File: src/rtl/voice_sched_pkg.sv
// Shared definitions for the synth-core sample sequencer and the tick generator
// that paces it.
package tt6581_pkg;

    localparam int NUM_VOICES      = 3;
    localparam int TIMEOUT_CYC     = 400;
    localparam int SAMPLE_TICK_CYC = 500;

    typedef enum logic [1:0] {
        IDLE  = 2'd0,
        VOICE = 2'd1,
        FILT  = 2'd2,
        DONE  = 2'd3
    } sched_state_t;

    // A one-voice build still needs a 1-bit index bus.
    function automatic int idx_width(input int n);
        return (n > 1) ? $clog2(n) : 1;
    endfunction

endpackage

File: src/rtl/voice_sched_if.sv
// Request/done handshakes between the frame sequencer (master) and the shared
// voice datapath / filter (slave), plus the frame-complete strobe.
interface voice_sched_if
    import tt6581_pkg::*;
#(
    parameter int NUM_VOICES = tt6581_pkg::NUM_VOICES
);
    localparam int IDX_W = idx_width(NUM_VOICES);

    logic             voice_req_o;
    logic [IDX_W-1:0] voice_idx_o;
    logic             voice_done_i;
    logic             filt_req_o;
    logic             filt_done_i;
    logic             sample_valid_o;

    modport master (
        output voice_req_o,
        output voice_idx_o,
        output filt_req_o,
        output sample_valid_o,
        input  voice_done_i,
        input  filt_done_i
    );

    modport slave (
        input  voice_req_o,
        input  voice_idx_o,
        input  filt_req_o,
        input  sample_valid_o,
        output voice_done_i,
        output filt_done_i
    );

endinterface

File: src/rtl/voice_sched.sv
// Per-sample frame sequencer: one voice datapath pass per voice, one filter
// pass, then a sample_valid strobe; tracks late ticks and aborts hung handshakes.
module voice_sched
    import tt6581_pkg::*;
#(
    parameter int NUM_VOICES  = tt6581_pkg::NUM_VOICES,
    parameter int TIMEOUT_CYC = tt6581_pkg::TIMEOUT_CYC
) (
    input  logic                 clk_i,
    input  logic                 rst_i,
    input  logic                 en_i,
    input  logic                 tick_i,
    voice_sched_if.master        bus,
    output logic                 busy_o,
    output logic                 timeout_o,
    output logic [7:0]           overrun_cnt_o
);

    localparam int               IDX_W    = idx_width(NUM_VOICES);
    localparam int               WD_W     = idx_width(TIMEOUT_CYC);
    localparam logic [IDX_W-1:0] LAST_IDX = IDX_W'(NUM_VOICES - 1);
    localparam logic [WD_W-1:0]  WD_LAST  = WD_W'(TIMEOUT_CYC - 1);

    sched_state_t     state_q, state_d;
    logic [IDX_W-1:0] idx_q, idx_d;
    logic             pending_q, pending_d;
    logic [WD_W-1:0]  wd_q, wd_d;
    logic             timeout_q, timeout_d;
    logic [7:0]       ovr_q, ovr_d;
    logic             vreq_q, freq_q, valid_q;

    logic tick_ok;
    logic done_ok;

    assign tick_ok = tick_i & en_i;
    assign done_ok = ((state_q == VOICE) & bus.voice_done_i) |
                     ((state_q == FILT)  & bus.filt_done_i);

    always_comb begin
        state_d   = state_q;
        idx_d     = idx_q;
        pending_d = pending_q;
        wd_d      = '0;
        timeout_d = timeout_q;
        ovr_d     = ovr_q;

        // A tick while busy is held once; any further one is a dropped sample.
        if ((state_q != IDLE) && tick_ok) begin
            if (pending_q) begin
                if (ovr_q != 8'hFF) ovr_d = ovr_q + 8'd1;
            end else begin
                pending_d = 1'b1;
            end
        end
        if (!en_i) pending_d = 1'b0;

        case (state_q)
            IDLE: begin
                if (tick_ok) begin
                    state_d = VOICE;
                    idx_d   = '0;
                end
            end
            VOICE, FILT: begin
                if (done_ok) begin
                    if (state_q == FILT) begin
                        state_d = DONE;
                    end else if (idx_q == LAST_IDX) begin
                        state_d = FILT;
                        idx_d   = '0;
                    end else begin
                        idx_d = idx_q + 1'b1;
                    end
                end else if (wd_q == WD_LAST) begin
                    state_d   = IDLE;
                    idx_d     = '0;
                    pending_d = 1'b0;
                    timeout_d = 1'b1;
                end else begin
                    wd_d = wd_q + 1'b1;
                end
            end
            DONE: begin
                pending_d = 1'b0;
                idx_d     = '0;
                state_d   = (en_i && (pending_q || tick_i)) ? VOICE : IDLE;
            end
            default: begin
                state_d = IDLE;
                idx_d   = '0;
            end
        endcase
    end

    // Request/strobe flags come straight from flops so done inputs never reach them combinationally.
    always_ff @(posedge clk_i) begin
        if (rst_i) begin
            state_q   <= IDLE;
            idx_q     <= '0;
            pending_q <= 1'b0;
            wd_q      <= '0;
            timeout_q <= 1'b0;
            ovr_q     <= 8'd0;
            vreq_q    <= 1'b0;
            freq_q    <= 1'b0;
            valid_q   <= 1'b0;
        end else begin
            state_q   <= state_d;
            idx_q     <= idx_d;
            pending_q <= pending_d;
            wd_q      <= wd_d;
            timeout_q <= timeout_d;
            ovr_q     <= ovr_d;
            vreq_q    <= (state_d == VOICE);
            freq_q    <= (state_d == FILT);
            valid_q   <= (state_d == DONE);
        end
    end

    assign bus.voice_req_o    = vreq_q;
    assign bus.voice_idx_o    = idx_q;
    assign bus.filt_req_o     = freq_q;
    assign bus.sample_valid_o = valid_q;
    assign busy_o             = (state_q != IDLE);
    assign timeout_o          = timeout_q;
    assign overrun_cnt_o      = ovr_q;

endmodule

File: src/flat_wrapper.sv
// flat-port wrapper written by rule: the top's interface ports become plain ports
module voice_sched_flat import tt6581_pkg::*;
#(
    parameter int NUM_VOICES  = tt6581_pkg::NUM_VOICES,
    parameter int TIMEOUT_CYC = tt6581_pkg::TIMEOUT_CYC
)
  (clk_i, rst_i, en_i, tick_i, busy_o, timeout_o, overrun_cnt_o, bus_voice_req_o, bus_voice_idx_o, bus_filt_req_o, bus_sample_valid_o, bus_voice_done_i, bus_filt_done_i);
  voice_sched_if #(.NUM_VOICES(NUM_VOICES)) bus_i ();
  input  logic clk_i;
  input  logic rst_i;
  input  logic en_i;
  input  logic tick_i;
  output logic busy_o;
  output logic timeout_o;
  output logic [7:0] overrun_cnt_o;
  output wire logic [$bits(bus_i.voice_req_o)-1:0] bus_voice_req_o;
  output wire logic [$bits(bus_i.voice_idx_o)-1:0] bus_voice_idx_o;
  output wire logic [$bits(bus_i.filt_req_o)-1:0] bus_filt_req_o;
  output wire logic [$bits(bus_i.sample_valid_o)-1:0] bus_sample_valid_o;
  input wire logic [$bits(bus_i.voice_done_i)-1:0] bus_voice_done_i;
  input wire logic [$bits(bus_i.filt_done_i)-1:0] bus_filt_done_i;
  assign bus_voice_req_o = bus_i.voice_req_o;
  assign bus_voice_idx_o = bus_i.voice_idx_o;
  assign bus_filt_req_o = bus_i.filt_req_o;
  assign bus_sample_valid_o = bus_i.sample_valid_o;
  assign bus_i.voice_done_i = bus_voice_done_i;
  assign bus_i.filt_done_i = bus_filt_done_i;
  voice_sched #(.NUM_VOICES(NUM_VOICES), .TIMEOUT_CYC(TIMEOUT_CYC)) u_core (.clk_i(clk_i), .rst_i(rst_i), .en_i(en_i), .tick_i(tick_i), .bus(bus_i), .busy_o(busy_o), .timeout_o(timeout_o), .overrun_cnt_o(overrun_cnt_o));
endmodule
File: config.mk
export PLATFORM = sky130hd
export DESIGN_NAME = voice_sched_flat
export DESIGN_NICKNAME = d
export VERILOG_FILES = /design/src/rtl/voice_sched_pkg.sv /design/src/rtl/voice_sched_if.sv /design/src/rtl/voice_sched.sv /design/src/flat_wrapper.sv
export SDC_FILE = /design/constraint.sdc
export NUM_CORES = 1
export LEC_CHECK = 0
export CAP_MARGIN = 10
export CORE_ASPECT_RATIO = 1.5
export CORE_MARGIN = 2
export CORE_UTILIZATION = 41
export CTS_CLUSTER_SIZE = 16
export DETAILED_ROUTE_END_ITERATION = 6
export SLEW_MARGIN = 10
export SYNTH_ARGS = -nofsm -noshare
export SYNTH_HDL_FRONTEND = slang
export SYNTH_SLANG_ARGS = --single-unit
File: constraint.sdc
create_clock -name clk_i -period 2.1 [get_ports clk_i]
set_clock_uncertainty 0.05 [all_clocks]
set_input_delay 0.42 -clock clk_i [delete_from_list [all_inputs] [get_ports clk_i]]
set_output_delay 0.42 -clock clk_i [all_outputs]
set_load 0.02 [all_outputs]
==> results.md <==
* Drt pass-1 iters at 6
* Cells after Synth at 135
* Status: complete, no violations
* CP required at 1630 ps
* Post-Syn Area at 0.001259 mm^2
* Synth warnings at 0
* Fin crit share at about 93%
* Min-Delay Path Class: reg2reg
* Reg-to-reg endpoint: u_core.overrun_cnt_o[3]
* Clk slew on worst S/H paths at 90 ps
* Synth Register Bits at 26
* Final setup vio count at 0
* Internal Power at about 800 uW
* GRT overflow at 0
* Peak supply drop at about 0.39 mV
* Drt drc at 0
* CP arrival at 1490 ps
* Switching fraction of total power at 22.35%
* Setup Fix Bufs, Post-CTS at 0
* DIE AREA at 0.003538 mm^2
* CTS tree: built
* Critical Path End Type: primary output
* First-pass GRT wire length at 4.491 mm
* Comb pwr share at approximately an eighth
* CTS buffer count at 3
* WL final at 2.517 mm
* Slew @ Worst Pin at 347.5 ps
* Share of layout cells above drive strength 1 at 11.25%
* Top area cells in the synthesized netlist: dfxtp_1 41%, nor2_1 8.6%, ha_1 7.0%, xnor2_1 4.9%, xor2_1 4.2%
* Global placer's final weighted congestion at 0.8430
* Setup crit end: busy_o
* Pleak at around 0.60 nW
* Root Buffer: clkbuf_8
* Crit Path Max Fanout at 6
* Nets@finish at 174
* Worst setup SP type: flop
* Dpl hpwl at 1.998 mm
* Count leader, synth: nor2_1
* H-tree levels at 1
* Core region area at 0.002913 mm^2
* Final Max Slew Viols at 0
* Maximum number of pins on one net before global-route repair at 16
* Reg-to-reg slack, setup at 160 ps
* Antenna viol nets, final at 0
* Worst-case clock buffer depth at 2
* Yosys top cell area share at 41.35%
* Post-synth EDFFs at 0
* Initial antenna violation count at 0
* Critical path class: reg2out
* Clk_lat worst skew at 270 ps
* Final Power at ~1.0 mW
* Switching pwr at about 230 uW
* Via Count at 1021
* Post-synth top area cell: dfxtp_1
* Initial DRC Count at 15
* Initial Util at 43.21%
* Clock power frac at 39.4%
* Slew headroom at 76.76%
* Synth-to-layout area growth at 26.44%
* PD cells at 655.2 mW/mm^2
* Syn nets at ~150
* CTS Hold Bufs at 0
* Gr usage total at 16.01%
* Number of global-route vias before repair at roughly 1000
* RR Startpoint: u_core.state_q[1]
* FMAX at 0.5109 GHz
* Die height at 71.86 um
* Async SR Flop Fraction at 0%
* R2R depth at 7
* Fin. Hold Viols at 0
* Row count at 24
* Max_cap viols at 0
* Vias/cell at about 5
* Synth unique cells at 42
* Hold Path Stages at 1
* N_diodes at 0
* Sink Count at 26
* IO Port Bufs at 20
* Post-synth top cells: 29 x nor2_1, 26 x dfxtp_1, 11 x nand2_1
* Wire length per cell at 12.65 um
* I/O pin count at 21
* Setup Total Neg Slack at 0 ps
* Die width at 49.24 um
* Syn avg cell area at 9.324 um^2
* Post-synthesis sequential area ratio at 41.35%
* RSZ-0062 raised after global routing: no
* Post-synth top flop: dfxtp_1
* Crit path time final at approximately 2000 ps
* Sequential power share at 48.4%
* Critical path origin: u_core.state_q[1]
[critical path, cell delays in order, from the launching register on]
cell	delay, ps
dfxtp_1	400
inv_1	110
ha_1	260
inv_1	120
dlygate4sd2_1	340
[how the worst min path moves through the flow]
stage	start	endpoint	slack, ps
2_1_floorplan	u_core.wd_q[0]	u_core.wd_q[0]	370
3_3_place_gp	u_core.wd_q[0]	u_core.wd_q[0]	380
3_5_place_dp	u_core.wd_q[0]	u_core.wd_q[0]	400
4_1_cts	u_core.wd_q[0]	u_core.wd_q[0]	410
5_1_grt	u_core.wd_q[0]	u_core.wd_q[0]	440
6_report	u_core.wd_q[0]	u_core.wd_q[0]	400
[registers in the layout (all words and copies together) (netlist names)]
name / cells
u_core.bus.filt_req_o: 1
u_core.overrun_cnt_o: 8
u_core.bus.sample_valid_o: 1
u_core.state_q: 2
u_core.bus.voice_idx_o: 2
u_core.timeout_o: 1
u_core.wd_q: 9
u_core.bus.voice_req_o: 1
u_core.pending_q: 1
[power by group through the flow]
stage | Combinational, mW | Clock (mW) | Sequential (mW)
after detailed placement | 0.130 | 0 | 0.517
after global routing | 0.141 | 0.450 | 0.506
final | 0.127 | 0.411 | 0.505
after global placement | 0.127 | 0 | 0.516
after floorplan | 0.0745 | 0 | 0.523
after CTS | 0.129 | 0.417 | 0.505
[what timing repair did]
| item | CTS | global route |
|---|---|---|
| endpoints found under the setup margin | 1 | 0 |
| endpoints found under the hold margin | 0 | 0 |
| gates resized for setup | 1 | 0 |
[metrics by stage]
stage | cell area, um^2 | hold WS [ps] | instances | setup WS, ps | utilization [%]
2_1_floorplan | 1259 | 367.5 | 135 | 332.2 | -
3_3_place_gp | 1521 | 380.6 | 195 | 73.21 | 52.23
3_5_place_dp | 1521 | 396.5 | 195 | 4.728 | 52.23
4_1_cts | 1592 | 407.2 | 199 | 132.2 | 54.64
5_1_grt | 1592 | 439.1 | 199 | 26.42 | 54.64
6_report | 1592 | 403.6 | 199 | 142.7 | 54.64
[layout make-up]
type / instances / area, um^2
Multi-Input combinational cell: 101 / 706.9
Inverter: 6 / 22.52
Timing Repair Buffer: 23 / 221.5
Tap cell: 39 / 48.80
Clock buffer: 3 / 41.29
Clock inverter: 1 / 30.03
Sequential cell: 26 / 520.5
Fill cell: 283 / 1321
[placed cells by master, fill, tap and decap left out, types with 2 or more instances in the layout]
cell	n
clkbuf_8	3
nand4_1	2
nand3_1	2
a21oi_1	2
mux2i_1	3
nand2_1	11
nor2_1	29
clkdlybuf4s50_1	19
xor2_1	6
and3_1	3
buf_4	3
a31oi_1	2
ha_1	7
inv_1	6
xnor2_1	7
dfxtp_1	26
[cell families after synthesis]
kind of cell | count (synthesis) | share of synthesized area, %
AO/OA/AOI/OAI | 17 | 12.82
XOR/XNOR | 13 | 9.046
adder cells (fa/ha/maj) | 7 | 6.958
buffers and inverters | 8 | 2.484
flip-flops | 26 | 41.35
multiplexers | 3 | 2.386
AND/OR/NAND/NOR | 61 | 24.95
[layer usage]
metal	vias up	GRT usage (%)	routed length (um)
met3	9	3.125	117
met2	30	28.23	1318
met1	474	17.52	1005
met5	-	0	0
li1	508	-	-
met4	0	9.524	75
Power figures use the tool's default switching activity.
==> variant: new RTL, config.mk and constraints unchanged <==
Put one more register stage on the output `overrun_cnt_o`. The value now appears one clock later. The other outputs are not delayed to match.
--- a/src/rtl/voice_sched.sv
+++ b/src/rtl/voice_sched.sv
@@ -125,3 +125,5 @@
     assign timeout_o          = timeout_q;
-    assign overrun_cnt_o      = ovr_q;
+    always_ff @(posedge clk_i) begin
+        overrun_cnt_o <= ovr_q;
+    end
 
Behaviour: not the same (a bounded check fails within 4 cycles, from zero or initial values and one cycle with rst_i high).
==> variant against the unedited design <==
  * Sequential cell count grew 8
  * Total power increased by 30%
  * Non-clock buffer count increased by 1
  * Synthesized area up 15%
  * Highest routed layer unchanged
  * Cell area grew 14%
  * Hold slack lost 0.061 ns
  * Sequential share of layout area grew 4.8 points
  * Utilization down 0.94 points
  * Worst setup slack gained 0.041 ns
  * Synthesized cell count is 6.7% higher
  * Wire length is 3.3% higher
  * Critical path depth did not move
==> variant: results (changes against the unedited design) <==
status finished clean (unchanged); H-tree levels 2 (was 1); drt drc 0 (unchanged); Yosys top cell area share 0.4722 (was 0.4135); Regs by FF count u_core.wd_q (9), u_core.overrun_cnt_o (8), u_core.ovr_q (8); clock-pin transition on the worst setup and hold timing paths 0.06 ns (was 0.09 ns); Routability Congestion 0.8032 (was 0.8430); CP Max Fanout 6 (unchanged); routed wire length 2601 um (was 2517 um); ys flop type dfxtp_1 (unchanged); HP Class flip-flop to flip-flop (unchanged); Synth top cells by count 34 x dfxtp_1, 13 x nor2_1, 9 x nand2_1 (was 29 x nor2_1, 26 x dfxtp_1, 11 x nand2_1); family with the most delay on the worst path buffers and inverters (unchanged); Worst path max stage delay 0.44 ns (was 0.40 ns); synth warn 0 (unchanged); total track usage 0.1483 (was 0.1601); Post-CTS Setup Inserts 0 (unchanged); asr flop ratio synth 0 (unchanged); first-pass GRT wire length 4429 um (was 4491 um); CTS root buf clkbuf_8 (unchanged); PortBufs 20 (unchanged); Pre-antenna DRT Iters 4 (was 6); Critical Path AT 1.45 ns (was 1.49 ns); Post-DP Area 1709 um^2 (was 1521 um^2); starting DRC count in detailed routing 10 (was 15); drt wl/cell 12.04 um (was 12.65 um); via/cell ratio 5.171 (was 5.131); placed insts 208 (was 195); syn_nets 157 (was 148); Slew @ Worst Pin 0.3569 ns (was 0.3475 ns); worst skew pair latency 0.28 ns; total CTS buffers 5 (was 3); initial antenna violation count 0 (unchanged); Area contributors post-synth dfxtp_1 47%, ha_1 6.1%, xor2_1 4.3%, nor2_2 3.5%, nor2_1 3.4% (was dfxtp_1 41%, nor2_1 8.6%, ha_1 7.0%, xnor2_1 4.9%, xor2_1 4.2%); layout cell share with drive strength beyond 1 0.1782 (was 0.1125); Syn Area/Cell 10.01 um^2 (was 9.324 um^2); Max Buffers Root-to-Sink 2 (unchanged); ANT cells 0 (unchanged); register area share after synthesis 0.4722 (was 0.4135); Detailed Place HPWL 1975 um (was 1998 um); peak supply drop 0.0005535 V (was 0.0003851 V); vias in the first global route 1068 (was 1029); static leakage 0.6934 nW (was 0.6030 nW); post-synth cell types 41 (was 42); fillers 327 (was 283); final net count 186 (was 174)
[variant: cell count changes after synthesis, moves of 3 or more]
cell / change
dfxtp_1: +8
nor2_1: -16
a21oi_1: +3
nand3_1: +5
nor2_2: +8
xnor2_1: -3
[variant: path summary, 6_finish.rpt]
path / start / end / slack, ns / cells past startpoint
min: u_core.ovr_q[1]$_SDFFE_PP0P_ / u_core.overrun_cnt_o[1]$_DFF_P_ / 0.34 / 0
max reg2reg: u_core.state_q[1]$_SDFF_PP0_ / u_core.wd_q[2]$_SDFF_PP0_ / 0.23 / 7
max: u_core.state_q[1]$_SDFF_PP0_ / busy_o / 0.18 / 4
min reg2reg: u_core.ovr_q[1]$_SDFFE_PP0P_ / u_core.overrun_cnt_o[1]$_DFF_P_ / 0.34 / 0
[variant: cells by family (layout without fill, tap and decap cells)]
family,count (synthesis),in the layout,share of synthesized area
compound gates,22,22,0.1250
xor+xnor,11,11,0.06684
fa+ha+maj,7,7,0.06076
buf+inv,9,39,0.02865
flops,34,34,0.4722
mux,2,2,0.01389
simple gates,59,59,0.2326
[variant: what timing repair did]
item / in CTS / in global routing
hold buffers: 0 / 0
endpoints found under the setup margin: 1 / 0
gates resized for setup: 1 / 0
[variant: routing by layer]
metal | GRT usage | part of all wire | routed length [um]
met4 | 0.06923 | 0.020 | 52
met5 | 0 | 0 | 0
met3 | 0.05490 | 0.053 | 137
met1 | 0.1605 | 0.41 | 1070
met2 | 0.2463 | 0.52 | 1340
[variant: cell type report]
class / instances / area [um^2] / area share
Sequential cell: 34 / 680.7 / 0.3747
Multi-Input combinational cell: 101 / 719.4 / 0.3960
Inverter: 7 / 26.28 / 0.01446
Clock inverter: 3 / 40.04 / 0.02204
Timing Repair Buffer: 24 / 229.0 / 0.1260
Tap cell: 42 / 52.55 / 0.02893
Clock buffer: 5 / 68.82 / 0.03788
[variant: per-stage QoR]
step	total power (W)	worst slack, ns	hold slack, ns	util
2_1_floorplan	0.0007523	0.3237	0.3180	-
3_3_place_gp	0.0007980	0.1139	0.3326	0.5052
3_5_place_dp	0.0008004	0.08815	0.3346	0.5052
4_1_cts	0.001372	0.1672	0.3440	0.5370
5_1_grt	0.001409	0.06201	0.3612	0.5370
6_report	0.001354	0.1842	0.3422	0.5370
[variant: power by group]
part	internal, W	switching [W]
sequential	0.000653	0.00000512
combinational	0.0000533	0.0000726
clock	0.000349	0.000222
total	0.00106	0.000299
